### config.mk
export PLATFORM = sky130hd
export DESIGN_NAME = alu_exec_unit
export DESIGN_NICKNAME = d
export VERILOG_FILES = /design/src/rtl/alu_pkg.sv /design/src/rtl/alu_shifter.sv /design/src/rtl/alu_exec_unit.sv
export SDC_FILE = /design/constraint.sdc
export NUM_CORES = 1
export LEC_CHECK = 0
export ABC_AREA = 0
export CAP_MARGIN = 10
export CORE_MARGIN = 2
export CORE_UTILIZATION = 27
export DETAILED_ROUTE_END_ITERATION = 12
export PLACE_DENSITY_LB_ADDON = 0.05
export REMOVE_ABC_BUFFERS = 1
export SLEW_MARGIN = 20
export SYNTH_ARGS = -nofsm -noshare
export SYNTH_HDL_FRONTEND = slang
export SYNTH_SLANG_ARGS = --single-unit
### constraint.sdc
create_clock -name clk -period 4.5 [get_ports clk]
set_clock_uncertainty 0.05 [all_clocks]
set_input_delay 0.9 -clock clk [delete_from_list [all_inputs] [get_ports clk]]
set_output_delay 0.9 -clock clk [all_outputs]
set_load 0.05 [all_outputs]
### src/rtl/alu_pkg.sv
// Shared types for the ALU execution path: op codes (also used by the ALU control
// generator), execution FSM states and the control-code width.
package alu_pkg;

    localparam int ALU_OP_W = 4;

    typedef enum logic [ALU_OP_W-1:0] {
        ADD  = 4'd0,
        SUB  = 4'd1,
        AND  = 4'd2,
        OR   = 4'd3,
        XOR  = 4'd4,
        SLT  = 4'd5,
        SLL  = 4'd6,
        SRL  = 4'd7,
        SRA  = 4'd8,
        SLTU = 4'd9
    } alu_op_e;

    typedef enum logic [1:0] {
        IDLE  = 2'd0,
        EXEC  = 2'd1,
        SHIFT = 2'd2,
        DONE  = 2'd3
    } alu_state_e;

endpackage

### src/rtl/alu_shifter.sv
// Iterative shifter: moves the loaded operand one bit per cycle until the count runs out.
// value presents the next-step result so the final step can be registered by the caller.
module alu_shifter #(
    parameter int WIDTH   = 32,
    parameter int SHAMT_W = $clog2(WIDTH)
) (
    input  logic               clk,
    input  logic               rst_n,
    input  logic               load,
    input  logic               dir,
    input  logic               arith,
    input  logic [SHAMT_W-1:0] shamt,
    input  logic [WIDTH-1:0]   operand,
    output logic               busy,
    output logic               done,
    output logic [WIDTH-1:0]   value
);

    logic [WIDTH-1:0]   val;
    logic [WIDTH-1:0]   step;
    logic [SHAMT_W-1:0] cnt;
    logic               dir_q;
    logic               arith_q;

    // dir=0 shifts left; dir=1 shifts right, filling with the sign bit when arith
    always_comb begin
        if (!dir_q) step = {val[WIDTH-2:0], 1'b0};
        else        step = {arith_q & val[WIDTH-1], val[WIDTH-1:1]};
    end

    always_ff @(posedge clk or negedge rst_n) begin
        if (!rst_n) begin
            val     <= '0;
            cnt     <= '0;
            dir_q   <= 1'b0;
            arith_q <= 1'b0;
        end else if (load) begin
            val     <= operand;
            cnt     <= shamt;
            dir_q   <= dir;
            arith_q <= arith;
        end else if (cnt != '0) begin
            val <= step;
            cnt <= cnt - SHAMT_W'(1);
        end
    end

    assign busy  = (cnt != '0);
    assign done  = (cnt == SHAMT_W'(1));
    assign value = step;

endmodule

### src/rtl/alu_exec_unit.sv
// ALU execution unit: valid/ready in, valid/ready out, 1-cycle logic/arith ops.
// Shifts are iterative unless ALU_FAST_SHIFT_EN selects a combinational barrel shifter.
module alu_exec_unit
    import alu_pkg::*;
#(
    parameter int WIDTH   = 32,
    parameter int SHAMT_W = $clog2(WIDTH)
) (
    input  logic                clk,
    input  logic                rst_n,
    input  logic                in_valid,
    output logic                in_ready,
    input  logic [ALU_OP_W-1:0] alu_ctrl,
    input  logic [WIDTH-1:0]    op_a,
    input  logic [WIDTH-1:0]    op_b,
    output logic                out_valid,
    input  logic                out_ready,
    output logic [WIDTH-1:0]    result,
    output logic                zero,
    output logic                illegal
);

    alu_state_e       state;
    logic             accept;
    logic             start_shift;
    logic             op_illegal;
    logic [WIDTH-1:0] exec_res;

    function automatic logic [WIDTH-1:0] exec_calc(input logic [ALU_OP_W-1:0] c,
                                                   input logic [WIDTH-1:0] a,
                                                   input logic [WIDTH-1:0] b);
        logic [WIDTH-1:0] r;
        r = '0;
        case (c)
            ADD:  r = a + b;
            SUB:  r = a - b;
            AND:  r = a & b;
            OR:   r = a | b;
            XOR:  r = a ^ b;
            SLT:  r = {{(WIDTH-1){1'b0}}, $signed(a) < $signed(b)};
            SLTU: r = {{(WIDTH-1){1'b0}}, a < b};
`ifdef ALU_FAST_SHIFT_EN
            SLL:  r = a << b[SHAMT_W-1:0];
            SRL:  r = a >> b[SHAMT_W-1:0];
            SRA:  r = $signed(a) >>> b[SHAMT_W-1:0];
`else
            // only reached with a zero shift amount; nonzero amounts go to the shifter
            SLL, SRL, SRA: r = a;
`endif
            default: r = '0;
        endcase
        return r;
    endfunction

    assign in_ready   = (state == IDLE) || (state == DONE && out_ready);
    assign accept     = in_valid && in_ready;
    assign op_illegal = (alu_ctrl > SLTU);
    assign exec_res   = exec_calc(alu_ctrl, op_a, op_b);

`ifdef ALU_FAST_SHIFT_EN
    assign start_shift = 1'b0;
`else
    logic             sh_busy;
    logic             sh_done;
    logic [WIDTH-1:0] sh_value;

    assign start_shift = (alu_ctrl == SLL || alu_ctrl == SRL || alu_ctrl == SRA) &&
                         (op_b[SHAMT_W-1:0] != '0);

    alu_shifter #(
        .WIDTH   (WIDTH),
        .SHAMT_W (SHAMT_W)
    ) u_shifter (
        .clk     (clk),
        .rst_n   (rst_n),
        .load    (accept && start_shift),
        .dir     (alu_ctrl != SLL),
        .arith   (alu_ctrl == SRA),
        .shamt   (op_b[SHAMT_W-1:0]),
        .operand (op_a),
        .busy    (sh_busy),
        .done    (sh_done),
        .value   (sh_value)
    );
`endif

    // The EXEC step is evaluated on the accept edge itself so single-cycle ops
    // land in DONE one cycle after acceptance; DONE re-accepts without a bubble.
    always_ff @(posedge clk or negedge rst_n) begin
        if (!rst_n) begin
            state     <= IDLE;
            out_valid <= 1'b0;
            result    <= '0;
            zero      <= 1'b0;
            illegal   <= 1'b0;
        end else if (accept) begin
            if (start_shift) begin
                state     <= SHIFT;
                out_valid <= 1'b0;
            end else begin
                state     <= DONE;
                out_valid <= 1'b1;
                result    <= exec_res;
                zero      <= (exec_res == '0);
                illegal   <= op_illegal;
            end
        end else if (state == DONE && out_ready) begin
            state     <= IDLE;
            out_valid <= 1'b0;
        end
`ifndef ALU_FAST_SHIFT_EN
        else if (state == SHIFT && sh_busy && sh_done) begin
            state     <= DONE;
            out_valid <= 1'b1;
            result    <= sh_value;
            zero      <= (sh_value == '0);
            illegal   <= 1'b0;
        end
`endif
    end

endmodule

==> impl_results.md, run 1 <==
* Hold-fix buffers at CTS at 0
* Post-synth top flop: dfrtp_1
* DIE HEIGHT at 196 µm
* H-tree depth at 3
* WL final at 46,600 µm
* Worst hold margin at 0.423 ns
* Max-slew headroom at 30.9%
* Clk sink count at 75
* Worst Hold Depth at 2
* Antenna cells at 0
* Post-Place Worst Slack at -0.782 ns
* Power share of the sequential group at 22.4%
* Final net count at 2,001
* WP data required at 4.75 ns
* Fill count at 3,897
* Max IR drop VDD at 0.000184 V
* P_leak at 0.00714 µW
* Most frequent cells in the layout: buf_4 (380), nor2_1 (163), a21oi_1 (157)
* Comb power frac at 62.7%
* Largest net degree at the start of global routing at 65
* Critical Path Start: op_b[2]
* Max Root-Sink Buffers at 2
* Share of layout cells above drive strength 1 at 29.3%
* Final setup vio count at 0
* Max Fclk at 0.232 GHz
* DR iter-0 viols at 857
* CP Capture Type: flop
* Clock share of power at 14.8%
* Syn_area_per_cell at 7.17 µm²
* PD cells at 371 nW/µm²
* Reg-to-Reg Start: u_shifter.cnt[0]
* Critical Path Source Type: primary input
* Slew @ Worst Pin at 1.04 ns
* # DRC at 0
* Vias/cell at 5.17
* Minimum clock period at 4.31 ns
* Total track usage at 23.9%
* DR vias at 11,800
* Die area at 38,500 µm²
* PortBufs at 107
* Post-synth EDFFs at 0
* Rows at 70
* Status: complete, no violations
* Area after DPL at 14,200 µm²
* Clock root cell: clkbuf_16
* Cells on worst reg2reg path at 12
* CTS tree: done
* Seq/Total Area, Yosys at 18.8%
* HP Start: result[5]
* Hold Crit Class: flop to flop
* Post-synth ARST share at 100%
* Unique cell type count in the Yosys netlist at 85
* Synthesis-stage register bit count at 75
* Ys Warns at 0
* Max-cap violations at 0
* Area Growth Syn to Fin at 52.1%
* Clk_lat worst skew at 0.36 ns
* Avg WL per Cell at 20.4 µm
* Clock slew at reported path FFs at 0.07 ns
* CP max FO at 5
* Post-DP HPWL at 37,800 µm
* Final Cell Area at 15,200 µm²
* Pint at 2930 µW
* Initial antenna violation count at 0
* Final period util at 95.8%
* Post-route antenna net violation count at 0
* Core area at 36,500 µm²
* Crit Path Class: primary input to flop
* Most common cell after layout, fill and taps aside: buf_4
* I/O pin count at 108
* DR pass1 iterations at 5
* Placer Congestion at 0.886
* Setup ws final at 0.187 ns
* Initial Utilization at 27.3%
* Mapped Cells at 1,391
* Sw Share at 47.9%
* Hold Vio Cnt, Final at 0
* Final Max Slew Viols at 0
* Vias in the first global route at 11,400
* Total CTS buffers at 9
* Fin util at 41.6%
* First-pass GRT wire length at 69,800 µm
* Die extent in x at 196 µm
* GRT overflow at 0
* NetSw at 2700 µW
* Post-Synthesis Cell Area at 9980 µm²
* Crit path DAT at 4.56 ns
synthesized netlist by cell type (6+ instances only):
| master | instances | share of area (%) |
|---|---|---|
| clkbuf_1 | 46 | 1.7 |
| a221oi_1 | 9 | 0.79 |
| dfrtp_1 | 75 | 19 |
| o21ai_0 | 83 | 4.2 |
| nand2_1 | 149 | 5.6 |
| ha_1 | 116 | 15 |
| buf_2 | 25 | 1.3 |
| nand3_1 | 23 | 1.2 |
| a22oi_1 | 6 | 0.45 |
| a21oi_1 | 167 | 8.4 |
| nor4_1 | 15 | 0.94 |
| nor3_1 | 30 | 1.5 |
| mux2i_1 | 38 | 3.8 |
| o211ai_1 | 14 | 1.1 |
| nor2_1 | 164 | 6.2 |
| buf_1 | 13 | 0.49 |
| mux2_2 | 6 | 0.68 |
| a211oi_1 | 36 | 2.7 |
| inv_1 | 96 | 3.6 |
| o31ai_1 | 22 | 1.7 |
| a21o_1 | 15 | 1.1 |
| o221ai_1 | 6 | 0.53 |
| a2111oi_0 | 10 | 0.88 |
| nand4_1 | 21 | 1.3 |
| nor2b_1 | 16 | 1.0 |
| o22ai_1 | 6 | 0.38 |
| a31oi_1 | 12 | 0.75 |
| nand2b_1 | 11 | 0.69 |
| o21a_1 | 8 | 0.60 |
| and3_1 | 8 | 0.50 |
| o21bai_1 | 8 | 0.60 |
| and2_1 | 7 | 0.44 |
| or4_1 | 6 | 0.45 |
| o21ai_1 | 8 | 0.40 |
cell type report:
cell class	instances	area (µm²)	area share, %
clock buffers	12	256	1.69
flip-flops and latches	75	1880	12.4
well taps	468	586	3.86
repair buffers	495	4070	26.8
clock inverters	4	72.6	0.478
multi-input cells	1130	7940	52.3
inverters	100	379	2.50
repair_timing:
action | CTS | global route
pin swaps | 6 | 31
setup buffers | 3 | 12
setup endpoints to repair | 7 | 9
gates resized for setup | 26 | 113
cloned | 0 | 0
flip-flops by register name, indices dropped and copies added (netlist names):
| name | count |
|---|---|
| state | 2 |
| zero | 1 |
| u_shifter.cnt | 5 |
| result | 32 |
| illegal | 1 |
| u_shifter.arith_q | 1 |
| u_shifter.val | 32 |
| u_shifter.dir_q | 1 |
per-layer routing:
metal / share of wire, % / vias up / global-route usage [%]
met5: 0 / - / 0
met2: 45 / 268 / 38.3
met4: 1.8 / 0 / 5.95
met1: 50 / 5619 / 34.5
li1: - / 5885 / -
met3: 3.6 / 46 / 2.06
kinds of logic after synthesis:
logic type	share of synthesized area, %
compound gates	31.8
simple gates	22.0
buf+inv	7.46
fa+ha+maj	14.9
flops	18.8
mux	4.60
xor+xnor	0.439
critical path: stages:
cell and delay [ns]:
clkdlybuf4s15_1 0.23, inv_2 0.11, ha_4 0.20, buf_4 0.15, o21ba_4 0.22, or4_4 0.55, a21oi_4 0.28, nor2_2 0.07
mux2_2 0.23, o221ai_2 0.12, nor4b_2 0.27, buf_4 0.15, nand4_1 0.10, or4_4 0.55, nor4_4 0.26, a31o_1 0.17
per-stage QoR:
stage	cells	power [µW]	setup TNS, ns
floorplan	1305	3180	-10.47
global placement	2253	4680	-5.23
detailed placement	2253	4690	-5.72
CTS	2272	5560	-0.0870
global route	2284	6020	-0.00464
finish	2284	5630	0
power by group through the flow:
stage / combinational (µW) / sequential, µW / clock, µW
global placement: 3410 / 1270 / 0
global route: 3830 / 1310 / 881
floorplan: 1470 / 1700 / 0
CTS: 3440 / 1260 / 855
detailed placement: 3420 / 1280 / 0
finish: 3530 / 1260 / 835
final timing paths:
path	endpoint	slack [ns]
hold / removal	result[5]	0.42
hold reg to reg	result[5]	0.42
setup / recovery	zero	0.19
setup reg to reg	zero	0.77
max in group asynchronous	u_shifter.val[23]	2.97
min in group asynchronous	u_shifter.cnt[3]	0.54
Note: power is estimated with default switching activity, not from simulation.
==> run 2, diff against run 1 <==
MAX_ROUTING_LAYER = met4   (was default)
SETUP_SLACK_MARGIN = 0.5   (was default)
SYNTH_HIERARCHICAL = 1   (was default)
==> impl_results.md, run 2 <==
* Initial antenna violation count at 0 (unchanged)
* Mapped Cells at 1,357 (was 1,391)
* Final setup vio count at 0 (unchanged)
* Post-synth top flop: dfrtp_1 (unchanged)
* Share of layout cells above drive strength 1 at 34.0% (was 29.3%)
* Hold-fix buffers at CTS at 0 (unchanged)
* Most frequent cells in the layout: buf_4 (345), nand2_1 (147), nor2_1 (93) (was buf_4 (380), nor2_1 (163), a21oi_1 (157))
* Total CTS buffers at 9 (unchanged)
* Placer Congestion at 0.959 (was 0.886)
* Status: complete, no violations (unchanged)
* Rows at 71 (was 70)
* Max-slew headroom at 47.0% (was 30.9%)
* Post-synth ARST share at 100% (unchanged)
* Ys Warns at 6 (was 0)
* DR pass1 iterations at 6 (was 5)
* Clk sink count at 75 (unchanged)
* PortBufs at 107 (unchanged)
* Hold Vio Cnt, Final at 0 (unchanged)
* DIE HEIGHT at 200 µm (was 196 µm)
* Initial Utilization at 27.4% (was 27.3%)
* Max-cap violations at 0 (unchanged)
* CP max FO at 4 (was 5)
* Crit path DAT at 4.33 ns (was 4.56 ns)
* Hold Crit Class: primary input to async pin (was flop to flop)
* CP Capture Type: flop (unchanged)
* Area after DPL at 14,000 µm² (was 14,200 µm²)
* Post-DP HPWL at 39,500 µm (was 37,800 µm)
* Most common cell after layout, fill and taps aside: buf_4 (unchanged)
* First-pass GRT wire length at 71,400 µm (was 69,800 µm)
* P_leak at 0.00714 µW (about the same)
* # DRC at 0 (unchanged)
* Synthesis-stage register bit count at 75 (unchanged)
* Minimum clock period at 4.14 ns (was 4.31 ns)
* Max Root-Sink Buffers at 2 (unchanged)
* Clk_lat worst skew at 0.33 ns (was 0.36 ns)
* Post-Synthesis Cell Area at 10,400 µm² (was 9980 µm²)
* Synth area leaders: dfrtp_1 (18%), ha_1 (14%), nand2_1 (5.5%), o21ai_0 (5.0%), a21oi_1 (4.9%) (was dfrtp_1 (19%), ha_1 (15%), a21oi_1 (8.4%), nor2_1 (6.2%), nand2_1 (5.6%))
* WP data required at 4.69 ns (was 4.75 ns)
* Max IR drop VDD at 0.000183 V (was 0.000184 V)
* Vias in the first global route at 11,500 (was 11,400)
* Top-count cell post-synth: nand2_1 (was a21oi_1)
* CTS tree: done (unchanged)
* Largest net degree at the start of global routing at 77 (was 65)
* Top cell type's share of synthesized area at 18.1% (was 18.8%)
* Final Max Slew Viols at 0 (unchanged)
* Largest area contributor in the netlist: dfrtp_1 (unchanged)
* Unique cell type count in the Yosys netlist at 104 (was 85)
* Max Fclk at 0.242 GHz (was 0.232 GHz)
* Final Cell Area at 15,600 µm² (was 15,200 µm²)
* Area Growth Syn to Fin at 50.5% (was 52.1%)
* Slew @ Worst Pin at 0.787 ns (was 1.04 ns)
* Avg WL per Cell at 21.3 µm (was 20.4 µm)
* I/O pin count at 108 (unchanged)
* DR vias at 11,700 (was 11,800)
* WL final at 48,200 µm (was 46,600 µm)
* Crit Path Class: primary input to flop (unchanged)
* PD cells at 375 nW/µm² (was 371 nW/µm²)
* Clock root cell: clkbuf_16 (unchanged)
* RSZ-0062 raised after global routing: yes
* Final net count at 1,939 (was 2,001)
* Non-filler cells, final at 2,266 (was 2,284)
* Worst hold margin at 0.408 ns (was 0.423 ns)
* Final period util at 92.0% (was 95.8%)
* Antenna cells at 0 (unchanged)
* Core area at 37,800 µm² (was 36,500 µm²)
* H-tree depth at 3 (unchanged)
* Critical Path Source Type: primary input (unchanged)
* Syn_area_per_cell at 7.64 µm² (was 7.17 µm²)
* DR iter-0 viols at 822 (was 857)
* Clock slew at reported path FFs at 0.06 ns (was 0.07 ns)
* Placed insts at 2,212 (was 2,253)
* Vias/cell at 5.17 (about the same)
* Die area at 40,000 µm² (was 38,500 µm²)
* Post-synth EDFFs at 0 (unchanged)
* Setup ws final at 0.360 ns (was 0.187 ns)
* Synth top cells by count: nand2_1 (152), ha_1 (115), nor2_1 (105) (was a21oi_1 (167), nor2_1 (164), nand2_1 (149))
* Post-route antenna net violation count at 0 (unchanged)
* Total track usage at 24.6% (was 23.9%)
* Top flop regs: result: 32 flops, u_shifter/val: 32 flops, u_shifter/cnt: 5 flops (was result: 32 flops, u_shifter.val: 32 flops, u_shifter.cnt: 5 flops)
* Tot Pwr at 5840 µW (was 5630 µW)
* Post-Place Worst Slack at -0.882 ns (was -0.782 ns)
* Cells on worst reg2reg path at 14 (was 12)
* Die extent in x at 200 µm (was 196 µm)
* Seq/Total Area, Yosys at 18.1% (was 18.8%)
* GRT overflow at 0 (unchanged)
[run 2: cell count changes after synthesis, moves of 7 or more]
cell	previous run	this run
o21ai_1	8	35
buf_6	2	11
a211oi_1	36	26
inv_1	96	104
o21ai_0	83	104
nor2_1	164	105
mux2_2	6	38
buf_1	13	5
buf_4	0	7
a21oi_1	167	102
mux2i_1	38	49
clkbuf_1	46	39
[run 2: final timing paths]
check / from / to / slack [ns]
max: op_a[18] / zero / 0.36
min: rst_n / state[0] / 0.41
max reg2reg: u_shifter/cnt[0] / zero / 1.29
min reg2reg: result[0] / result[0] / 0.42
max in group asynchronous: rst_n / u_shifter/val[12] / 3.41
min in group clk: result[0] / result[0] / 0.42
[run 2: metal layers]
layer / vias to the layer above / track usage [%] / share of wire, %
met5: - / - / 0
met3: 57 / 2.13 / 4.7
met4: 0 / 5.68 / 2.0
met1: 5636 / 35.2 / 49
met2: 317 / 37.3 / 44
li1: 5713 / - / -
[run 2: critical path, cell delays in order]
cell	delay [ns]
clkdlybuf4s50_1	0.47
inv_1	0.07
ha_4	0.25
or2_4	0.26
or3_4	0.33
a31o_1	0.21
a31o_2	0.26
o31ai_2	0.22
buf_4	0.16
o211ai_1	0.08
o211ai_1	0.10
buf_4	0.16
nand4_1	0.17
nor4_4	0.34
nand4b_1	0.15
o41ai_2	0.20
[run 2: layout make-up]
| type | count | area (µm²) |
|---|---|---|
| clock buffers | 12 | 256 |
| clock inverters | 4 | 72.6 |
| fillers | 3945 | 22200 |
| inverters | 107 | 409 |
| multi-input cells | 1088 | 8430 |
| flip-flops and latches | 75 | 1880 |
| well taps | 511 | 639 |
| repair buffers | 469 | 3910 |
[run 2: stage by stage]
step / util [%] / setup TNS [ns]
final: 41.3 / 0
after global routing: 41.3 / 0
after floorplan: - / -143.53
after global placement: 37.2 / -5.58
after CTS: 39.7 / 0
after detailed placement: 37.2 / -5.06
[run 2: timing repair]
action / CTS / global route
setup endpoints to repair: 23 / 20
resized for setup: 113 / 123
pin swaps: 30 / 39
buffers inserted: 19 / 18
[run 2: cell families after synthesis]
| family | count (synthesis) | share of synthesized area [%] |
|---|---|---|
| fa+ha+maj | 117 | 14.3 |
| compound gates | 462 | 30.3 |
| mux | 87 | 8.86 |
| simple gates | 412 | 18.9 |
| buf+inv | 194 | 8.71 |
| xor+xnor | 10 | 0.845 |
| flops | 75 | 18.1 |
[run 2: where the power goes]
part           internal (µW)  switching (µW)  total [µW]
sequential               996             245        1240
clock                    515             276         791
combinational           1620            2190        3810
total                   3130            2710        5840
